## src/rtl/riscv_pkg.sv

```systemverilog
// Shared core types: register-file geometry, the write-back entry format
// and the result of a decode-side forwarding lookup.
package riscv_pkg;

  localparam int REG_ADDR_W = 5;
  localparam int XLEN       = 32;

  typedef struct packed {
    logic [REG_ADDR_W-1:0] location;
    logic [XLEN-1:0]       data;
  } wb_entry_t;

  typedef struct packed {
    logic            pending;
    logic [XLEN-1:0] data;
  } fwd_t;

endpackage

```

## src/rtl/wq_fifo.sv

```systemverilog
// Circular write-back buffer with per-entry valid bits; every slot is exposed
// read-only so the owner can run its own age-ordered searches.
module wq_fifo
  import riscv_pkg::*;
#(
  parameter int DEPTH = 4
) (
  input  logic                      clk,
  input  logic                      reset,
  input  logic                      push_i,
  input  wb_entry_t                 push_entry_i,
  input  logic                      pop_i,
  output wb_entry_t [DEPTH-1:0]     entries_o,
  output logic [DEPTH-1:0]          valid_o,
  output logic [$clog2(DEPTH)-1:0]  head_o,
  output logic [$clog2(DEPTH):0]    count_o
);

  localparam int PTR_W = $clog2(DEPTH);
  localparam int CNT_W = PTR_W + 1;
  localparam logic [CNT_W-1:0] FULL_CNT = CNT_W'(DEPTH);

  wb_entry_t [DEPTH-1:0] entries_q, entries_d;
  logic [DEPTH-1:0]      valid_q, valid_d;
  logic [PTR_W-1:0]      head_q, head_d, tail_q, tail_d;
  logic [CNT_W-1:0]      count_q, count_d;
  logic                  do_push_s, do_pop_s;

  // Next-state: pushes and pops are gated here so count stays within 0..DEPTH.
  always_comb begin
    do_push_s = push_i && (count_q != FULL_CNT);
    do_pop_s  = pop_i && (count_q != '0);
    entries_d = entries_q;
    valid_d   = valid_q;
    head_d    = head_q;
    tail_d    = tail_q;
    count_d   = count_q;
    if (do_pop_s) begin
      valid_d[head_q] = 1'b0;
      head_d          = head_q + PTR_W'(1);
    end else begin
      head_d = head_q;
    end
    if (do_push_s) begin
      entries_d[tail_q] = push_entry_i;
      valid_d[tail_q]   = 1'b1;
      tail_d            = tail_q + PTR_W'(1);
    end else begin
      tail_d = tail_q;
    end
    case ({do_push_s, do_pop_s})
      2'b10:   count_d = count_q + CNT_W'(1);
      2'b01:   count_d = count_q - CNT_W'(1);
      default: count_d = count_q;
    endcase
  end

  // State registers; reset discards every queued write.
  always_ff @(posedge clk or posedge reset) begin
    if (reset) begin
      entries_q <= '0;
      valid_q   <= '0;
      head_q    <= '0;
      tail_q    <= '0;
      count_q   <= '0;
    end else begin
      entries_q <= entries_d;
      valid_q   <= valid_d;
      head_q    <= head_d;
      tail_q    <= tail_d;
      count_q   <= count_d;
    end
  end

  assign entries_o = entries_q;
  assign valid_o   = valid_q;
  assign head_o    = head_q;
  assign count_o   = count_q;

endmodule

```

## src/rtl/wq_fifo_chk.sv

```systemverilog
// Occupancy checker for the write queue: count must stay in 0..DEPTH and the
// queue must never be asked to push when full or pop when empty.
module wq_fifo_chk #(
  parameter int DEPTH = 4
) (
  input logic                    clk,
  input logic                    reset,
  input logic                    push_i,
  input logic                    pop_i,
  input logic [$clog2(DEPTH):0]  count_i
);

  localparam logic [$clog2(DEPTH):0] FULL_CNT = ($clog2(DEPTH)+1)'(DEPTH);

  a_count_range: assert property (@(posedge clk) disable iff (reset) count_i <= FULL_CNT);
  a_no_overflow: assert property (@(posedge clk) disable iff (reset) push_i |-> (count_i != FULL_CNT));
  a_no_underflow: assert property (@(posedge clk) disable iff (reset) pop_i |-> (count_i != '0));

endmodule

```

## src/rtl/regfile_write_queue.sv

```systemverilog
// Write-side front end of the register file: queues write-backs, drains one per
// cycle onto the single write port and forwards pending values to decode.
module regfile_write_queue
  import riscv_pkg::*;
#(
  parameter int WIDTH  = XLEN,
  parameter int ADDR_W = REG_ADDR_W,
  parameter int DEPTH  = 4
) (
  input  logic                     clk,
  input  logic                     reset,
  input  logic                     in_valid,
  output logic                     in_ready,
  input  logic [ADDR_W-1:0]        in_location,
  input  logic [WIDTH-1:0]         in_data,
  input  logic                     rf_stall,
  output logic                     rf_write_enabled,
  output logic [ADDR_W-1:0]        rf_write_location,
  output logic [WIDTH-1:0]         rf_write_data,
  input  logic [ADDR_W-1:0]        rd1_location,
  output logic                     rd1_pending,
  output logic [WIDTH-1:0]         rd1_fwd_data,
  input  logic [ADDR_W-1:0]        rd2_location,
  output logic                     rd2_pending,
  output logic [WIDTH-1:0]         rd2_fwd_data,
  output logic [$clog2(DEPTH):0]   count
);

  localparam int PTR_W = $clog2(DEPTH);
  localparam logic [PTR_W:0] FULL_CNT = (PTR_W+1)'(DEPTH);

  wb_entry_t [DEPTH-1:0] entries_s;
  logic [DEPTH-1:0]      valid_s;
  logic [PTR_W-1:0]      head_s;
  logic [PTR_W:0]        count_s;
  wb_entry_t             push_entry_s;
  wb_entry_t             head_entry_s;
  logic                  enqueue_s;
  logic                  pop_s;
  fwd_t                  rd1_s, rd2_s;

  // Walk oldest to youngest so the youngest matching entry overwrites older ones.
  function automatic fwd_t fwd_lookup(input wb_entry_t [DEPTH-1:0] ent,
                                      input logic [DEPTH-1:0]      vld,
                                      input logic [PTR_W-1:0]      head,
                                      input logic [ADDR_W-1:0]     loc);
    fwd_t             res;
    logic [PTR_W-1:0] idx;
    res = '0;
    for (int k = 0; k < DEPTH; k++) begin
      idx = head + PTR_W'(k);
      if (vld[idx] && (ent[idx].location == loc) && (loc != '0)) begin
        res.pending = 1'b1;
        res.data    = ent[idx].data;
      end
    end
    return res;
  endfunction

  assign in_ready     = (count_s != FULL_CNT);
  assign enqueue_s    = in_valid && in_ready && (in_location != '0);
  assign pop_s        = (count_s != '0) && !rf_stall;
  assign push_entry_s = '{location: in_location, data: in_data};
  assign head_entry_s = entries_s[head_s];

  wq_fifo #(.DEPTH(DEPTH)) u_fifo (
    .clk          (clk),
    .reset        (reset),
    .push_i       (enqueue_s),
    .push_entry_i (push_entry_s),
    .pop_i        (pop_s),
    .entries_o    (entries_s),
    .valid_o      (valid_s),
    .head_o       (head_s),
    .count_o      (count_s)
  );

  wq_fifo_chk #(.DEPTH(DEPTH)) u_chk (
    .clk     (clk),
    .reset   (reset),
    .push_i  (enqueue_s),
    .pop_i   (pop_s),
    .count_i (count_s)
  );

  // Present the head entry to the register file; zeros when idle.
  always_comb begin
    rf_write_enabled  = pop_s;
    rf_write_location = '0;
    rf_write_data     = '0;
    if (count_s != '0) begin
      rf_write_location = head_entry_s.location;
      rf_write_data     = head_entry_s.data;
    end else begin
      rf_write_location = '0;
      rf_write_data     = '0;
    end
  end

  assign rd1_s        = fwd_lookup(entries_s, valid_s, head_s, rd1_location);
  assign rd2_s        = fwd_lookup(entries_s, valid_s, head_s, rd2_location);
  assign rd1_pending  = rd1_s.pending;
  assign rd1_fwd_data = rd1_s.data;
  assign rd2_pending  = rd2_s.pending;
  assign rd2_fwd_data = rd2_s.data;
  assign count        = count_s;

endmodule

```

## config.mk

```make
export PLATFORM = sky130hd
export DESIGN_NAME = regfile_write_queue
export DESIGN_NICKNAME = d
export VERILOG_FILES = /design/src/rtl/riscv_pkg.sv /design/src/rtl/wq_fifo.sv /design/src/rtl/wq_fifo_chk.sv /design/src/rtl/regfile_write_queue.sv
export SDC_FILE = /design/constraint.sdc
export NUM_CORES = 1
export LEC_CHECK = 0
export CORE_MARGIN = 2
export CORE_UTILIZATION = 58
export CTS_CLUSTER_SIZE = 40
export DETAILED_ROUTE_END_ITERATION = 16
export PLACE_DENSITY = 0.92
export SLEW_MARGIN = 20
export SYNTH_ARGS = -nofsm -noshare
export SYNTH_HDL_FRONTEND = slang
export SYNTH_SLANG_ARGS = --single-unit
```

## constraint.sdc

```tcl
create_clock -name clk -period 7.5 [get_ports clk]
set_input_delay 1.5 -clock clk [delete_from_list [all_inputs] [get_ports clk]]
set_output_delay 1.5 -clock clk [all_outputs]
set_load 0.02 [all_outputs]
```

# == Yosys cells after proc, flatten, opt, wreduce, memory -nomap -nowiden ==
# Index checks and enable logic that the tools add are counted.
# classes
mux,36
order_cmp,7
reduce_logical,29
eq_ne,11
add_sub_neg,6
bitwise,3
# op_table
operator,count
37-bit binary-select mux with 2-bit select,4
33-bit 2-to-1 mux,8
37-bit 2-to-1 mux,5
148-bit bitwise mux,1
37-bit demux with 2-bit select,1
5-bit == test,8
32-bit 2-to-1 mux,1
1-bit logical AND,23
2-bit by 3-bit less-than comparator with 1-bit output (second input constant),5
5-bit nonzero test,3
1-bit binary-select mux with 2-bit select,4
4-bit 2-to-1 mux,2
1-bit 2-to-1 mux,6
3-bit one-hot mux with 2 select lines,1
5-bit 2-to-1 mux,1
2-bit by 1-bit adder with 2-bit output (second input constant),2
2-bit adder (second input constant),2
4-bit AND,1
1-bit demux with 2-bit select,2
2-bit by 1-bit greater-or-equal comparator with 1-bit output (second input constant),2
4-bit NOT,1
4-bit OR,1
3-bit by 1-bit adder with 3-bit output (second input constant),1
3-bit inequality test (second input constant),1
6 further kinds,6
# totals
ff_bits,159
elab_cells,104
input_bits,51
output_inout_bits,108

# == Logic depth before layout (Yosys ltp) ==
# depth
word_depth,9
ltp_mapped,17
mapped_depth_nobuf,11

# == By module ==
# From an unflattened synthesis, not the netlist that was laid out.
# unflattened
cells_unflattened,1581
area_unflattened_um2,14003.4
# by_module_without_submodules
mod,n_inst,cells_each,area_per_inst_um2,seq_area_each_um2
regfile_write_queue,1,1210,7831.3,0.0
wq_fifo,1,371,6172.2,3978.8

# == Worst setup path after synthesis ==
# OpenSTA, ideal clock, no wires.
# synth_timing
path_kind,register -> output
from,reg u_fifo.head_q[1] (netlist: u_fifo.head_o[1])
to,out rd1_fwd_data[6]
path_stages_with_launch,17
t_arrival_ns,4.152
required_ns,6.000
path_slack_ns,1.848
n_path_buf,8
path_cell_list,dfrtp_1 buf_2 buf_2 buf_2 buf_2 buf_2 inv_1 ha_1 buf_4 mux4_1 xor2_1 nor4_2 and4_1 buf_4 buf_2 nor3_1 a211oi_1
# synth_via
elab_chain_cells,9
word_cells_on_any_way,35
classes_between,add/sub (3); eq/ne (4); mux (20); reduce/logical (8)
# synth_rtl
item,line,source
from (decl),wq_fifo.sv:25,"logic [PTR_W-1:0] head_q, head_d, tail_q, tail_d;"
from (signal assigned),wq_fifo.sv:63,head_q <= '0;
from (signal assigned),wq_fifo.sv:69,head_q <= head_d;
2-bit by 1-bit adder with 2-bit output / 37-bit binary-select mux with 2-bit select (equally long branches),"regfile_write_queue.sv:51, regfile_write_queue.sv:52, regfile_write_queue.sv:54",
37-bit binary-select mux with 2-bit select / 37-bit 2-to-1 mux (equally long branches),"regfile_write_queue.sv:52, regfile_write_queue.sv:54",
37-bit 2-to-1 mux (implied by the code) / 5-bit == test (equally long branches),"regfile_write_queue.sv:54, regfile_write_queue.sv:52",
5-bit == test / 1-bit logical AND (equally long branches),regfile_write_queue.sv:52,if (vld[idx] && (ent[idx].location == loc) && (loc != '0)) begin
1-bit logical AND,regfile_write_queue.sv:52,
1-bit logical AND / 33-bit 2-to-1 mux (equally long branches),regfile_write_queue.sv:52,
33-bit 2-to-1 mux (2 in a row),regfile_write_queue.sv:52,
33-bit 2-to-1 mux *,regfile_write_queue.sv:52,
to (decl),regfile_write_queue.sv:22,"output logic [WIDTH-1:0] rd1_fwd_data,"
# Mark *: on every way between the ends. The rest lies on a longest branch, timed or not. The select of a mux whose other input is x is not followed.

# == Final worst setup path ==
# layout_timing
from,reg u_fifo.head_q[0] (netlist: u_fifo.head_o[0])
to,out rd2_fwd_data[9]
# layout_via
elab_chain_cells,9
word_cells_on_any_way,35
classes_between,add/sub (3); eq/ne (4); mux (20); reduce/logical (8)
# layout_rtl
item,line,source
2-bit by 1-bit adder with 2-bit output / 37-bit binary-select mux with 2-bit select (equally long branches),"regfile_write_queue.sv:51, regfile_write_queue.sv:52, regfile_write_queue.sv:54",
37-bit binary-select mux with 2-bit select / 37-bit 2-to-1 mux (equally long branches),"regfile_write_queue.sv:52, regfile_write_queue.sv:54",
37-bit 2-to-1 mux (implied by the code) / 5-bit == test (equally long branches),"regfile_write_queue.sv:54, regfile_write_queue.sv:52",
5-bit == test / 1-bit logical AND (equally long branches),regfile_write_queue.sv:52,
1-bit logical AND,regfile_write_queue.sv:52,
1-bit logical AND / 33-bit 2-to-1 mux (equally long branches),regfile_write_queue.sv:52,
33-bit 2-to-1 mux (2 in a row),regfile_write_queue.sv:52,
33-bit 2-to-1 mux *,regfile_write_queue.sv:52,
to (decl),regfile_write_queue.sv:25,"output logic [WIDTH-1:0] rd2_fwd_data,"
# Marked as above.

==> impl_metrics.tcl <==
set metrics [dict create \
    outcome "completed" \
    vias 11540 \
    cts_sinks 159 \
    routed_via_density 7.438 \
    busiest_layer "met2" \
    endpoint_kind "output port" \
    synth_flop_cell "dfrtp_1" \
    cap_violations 0 \
    fmax_mhz 142.7 \
    grt_antenna_before_repair 1 \
    first_pass_iters 9 \
    die_h_um 155.2 \
    dr.first_iter.drc_count 1688 \
    crit_arrival_ns 5.51 \
    cts_tree "yes" \
    antenna_cells 0 \
    rsz0062_at_grt "no" \
    io_buffers 158 \
    worstSetupStartpointType "flip-flop" \
    hold_violations 0 \
    yosys_warnings 0 \
    grt_overflow 0 \
    htreeDepth 4 \
    cp.required_ns 6.00 \
    cp_cell_sequence "inv_1 > ha_4 > mux4_1 > xor2_1 > nor4_2 > and2_1 > nor2_2 > buf_4 > a211oi_1 > clkdlybuf4s50_1" \
    critPathBufInv 3 \
    ctsResizeCount 0 \
    yosysSeqAreaShare 0.2999 \
    min_period_ns 7.008 \
    clock_latency_ns 0.44 \
    syn_avg_cell_area_um2 11.30 \
    reg2reg_depth 7 \
    ctsRootBufferMaster "clkbuf_16" \
    slowest_stage "dfrtp_4" \
    hp-start "u_fifo.count_o[2]" \
    ys_types 52 \
    cpPeakStageDelay_ns 0.70 \
    rows 55 \
    regToRegSetupSlack_ns 4.43 \
    wl_per_cell_um 26.04 \
    synth_nets 1235 \
    place_congestion 0.9175 \
    ys_seq_elements 159 \
    dieWidth_um 155.2 \
    holdPathStages 1 \
    drive_gt1_frac 0.2928 \
    min_period_over_period 0.9344 \
    numCtsBuffers 17 \
    critPathMaxFanout 34 \
    areaGrowthSynthToFinish_pct 16.92 \
    post_cts_buffers 0 \
    syn_inst 1174 \
    use_met3 0.09081 \
    grt_pass1_wl_um 63710 \
    timing.rr.start "u_fifo.count_o[0]" \
    synth-edff-count 0 \
    syn_area_mm2 0.01327 \
    grt_pass1_vias 11660 \
    crit_type "flip-flop to output port" \
    coreArea_mm2 0.02257 \
    cts.clk_slew.worst_paths_ns 0.06 \
    initial_core_util 0.5877 \
    grt_max_degree 101 \
    fin_setup_tns_ns 0 \
    cts_hold_buf 0 \
    clock_skew_ns 0.007679 \
    drt_wl_total_um 40410 \
    grt_use_met2 0.5331 \
    relSlewSlack 0.2593 \
    dp_hpwl_um 25530 \
    n_fill_cell 1491 \
    met1_usage 0.4425 \
    worstHoldEndpoint "u_fifo.count_o[2]" \
    ant_nets 0 \
    nets 1316 \
    boundaryPins 159 \
    setup_viol 0 \
    grtUsageTotal 0.3420 \
    clock_path_buffers 2 \
    die_area_mm2 0.02410 \
    synthArstFlopShare 1.000 \
    worstHoldPathType "flip-flop to flip-flop" \
    cp_top_family "simple AND/OR/NAND/NOR gates" \
    fin_util 0.6871 \
    finalMaxSlewViolations 0 \
    r2r_end "u_fifo.entries_o[120]" \
    drc 0 \
    tightest_slew_ns 1.111 \
]
==> kinds of logic (layout without fill, tap and decap cells) <==
group,count (synthesis),count (layout),share of synthesized area
AOI/OAI and AO/OA,200,200,0.09404
xor gates and xnor gates,46,46,0.03207
adders and majority gates,10,10,0.009998
buffers and inverters,131,224,0.04782
DFF,159,159,0.2999
muxes,361,361,0.4167
and+or+nand+nor,267,267,0.09942
==> worst max path at each step <==
stage,startpoint,end,slack (ns),cells after the start
final,u_fifo.head_o[0],rd2_fwd_data[9],0.49,10
after detailed placement,rd1_location[0],rd1_fwd_data[7],1.11,9
after global placement,rd1_location[0],rd1_fwd_data[7],1.20,9
after floorplan,reset,u_fifo.count_o[0],1.71,1
after CTS,u_fifo.head_o[0],rd2_fwd_data[11],0.65,10
after global routing,u_fifo.head_o[0],rd2_fwd_data[11],0.34,10
==> area by class of cell <==
type	instances	area [um^2]	share of cell area
well taps	285	356.6	0.02299
clock inverters	11	186.4	0.01202
flip-flops and latches	159	3986	0.2570
repair buffers	182	1762	0.1136
multi-input cells	884	8706	0.5613
inverters	11	46.29	0.002985
clock buffers	20	466.7	0.03009
==> metrics by stage <==
stage	setup slack [ns]	area [um^2]	hold WS, ns	cells
6_report	0.4916	15510	0.5549	1552
5_1_grt	0.3410	15510	0.5848	1552
4_1_cts	0.6523	15500	0.5472	1552
3_5_place_dp	1.106	14850	0.5321	1521
3_3_place_gp	1.199	14840	0.5070	1521
2_1_floorplan	1.708	13270	0.4844	1174
==> Yosys cell counts (7+ instances only) <==
cell type | count | share of area
nor3_1 | 30 | 0.011
nand2_1 | 65 | 0.018
buf_2 | 46 | 0.017
o211ai_1 | 24 | 0.014
xnor2_1 | 28 | 0.018
nor2b_1 | 17 | 0.0080
dfrtp_1 | 159 | 0.30
mux2_2 | 167 | 0.14
mux2i_1 | 61 | 0.046
o21ai_0 | 41 | 0.015
clkbuf_1 | 50 | 0.014
mux4_2 | 122 | 0.21
buf_1 | 11 | 0.0031
a22oi_1 | 13 | 0.0074
o21ai_1 | 7 | 0.0026
a21oi_1 | 71 | 0.027
inv_1 | 11 | 0.0031
mux4_1 | 11 | 0.022
xor2_1 | 15 | 0.0099
a221oi_1 | 10 | 0.0066
nand3b_1 | 11 | 0.0062
and3_1 | 25 | 0.012
buf_4 | 8 | 0.0045
ha_1 | 9 | 0.0085
nand3_1 | 22 | 0.0083
nor2_1 | 69 | 0.020
a211oi_1 | 19 | 0.011
and2_1 | 11 | 0.0052
==> layer usage <==
| metal | wire length, um | vias up | share of wire |
|---|---|---|---|
| li1 | - | 4669 | - |
| met1 | 14200 | 5637 | 0.35 |
| met2 | 18750 | 995 | 0.46 |
| met3 | 5168 | 241 | 0.13 |
| met4 | 2280 | 2 | 0.056 |
| met5 | 13 | - | 0.00032 |
==> flip-flops by register name, summed over array words and instances (netlist names) <==
signal,count
u_fifo.entries_o,148
u_fifo.valid_o,4
u_fifo.count_o,3
u_fifo.head_o,2
u_fifo.tail_q,2
==> cells in the final DEF, fill, tap and decap left out, types with 10 or more instances in the layout <==
cell type / Yosys / routed
a211oi_1: 19 / 19
clkdlybuf4s50_1: 0 / 158
xnor2_1: 28 / 28
nor2b_1: 17 / 17
o21ai_0: 41 / 41
a21oi_1: 71 / 71
xor2_1: 15 / 15
mux4_1: 11 / 11
nand3b_1: 11 / 11
mux2_2: 167 / 167
mux2i_1: 61 / 61
a22oi_1: 13 / 13
dfrtp_1: 159 / 157
buf_4: 8 / 24
clkbuf_16: 0 / 17
a221oi_1: 10 / 10
nand3_1: 22 / 22
and3_1: 25 / 25
inv_1: 11 / 10
nor2_1: 69 / 68
o211ai_1: 24 / 24
nor3_1: 30 / 29
mux4_2: 122 / 122
nand2_1: 65 / 61
and2_1: 11 / 11
Power is left out: the tool's default activity adds up to more than one toggle a clock period on the data nets, which glitch-free logic cannot reach.
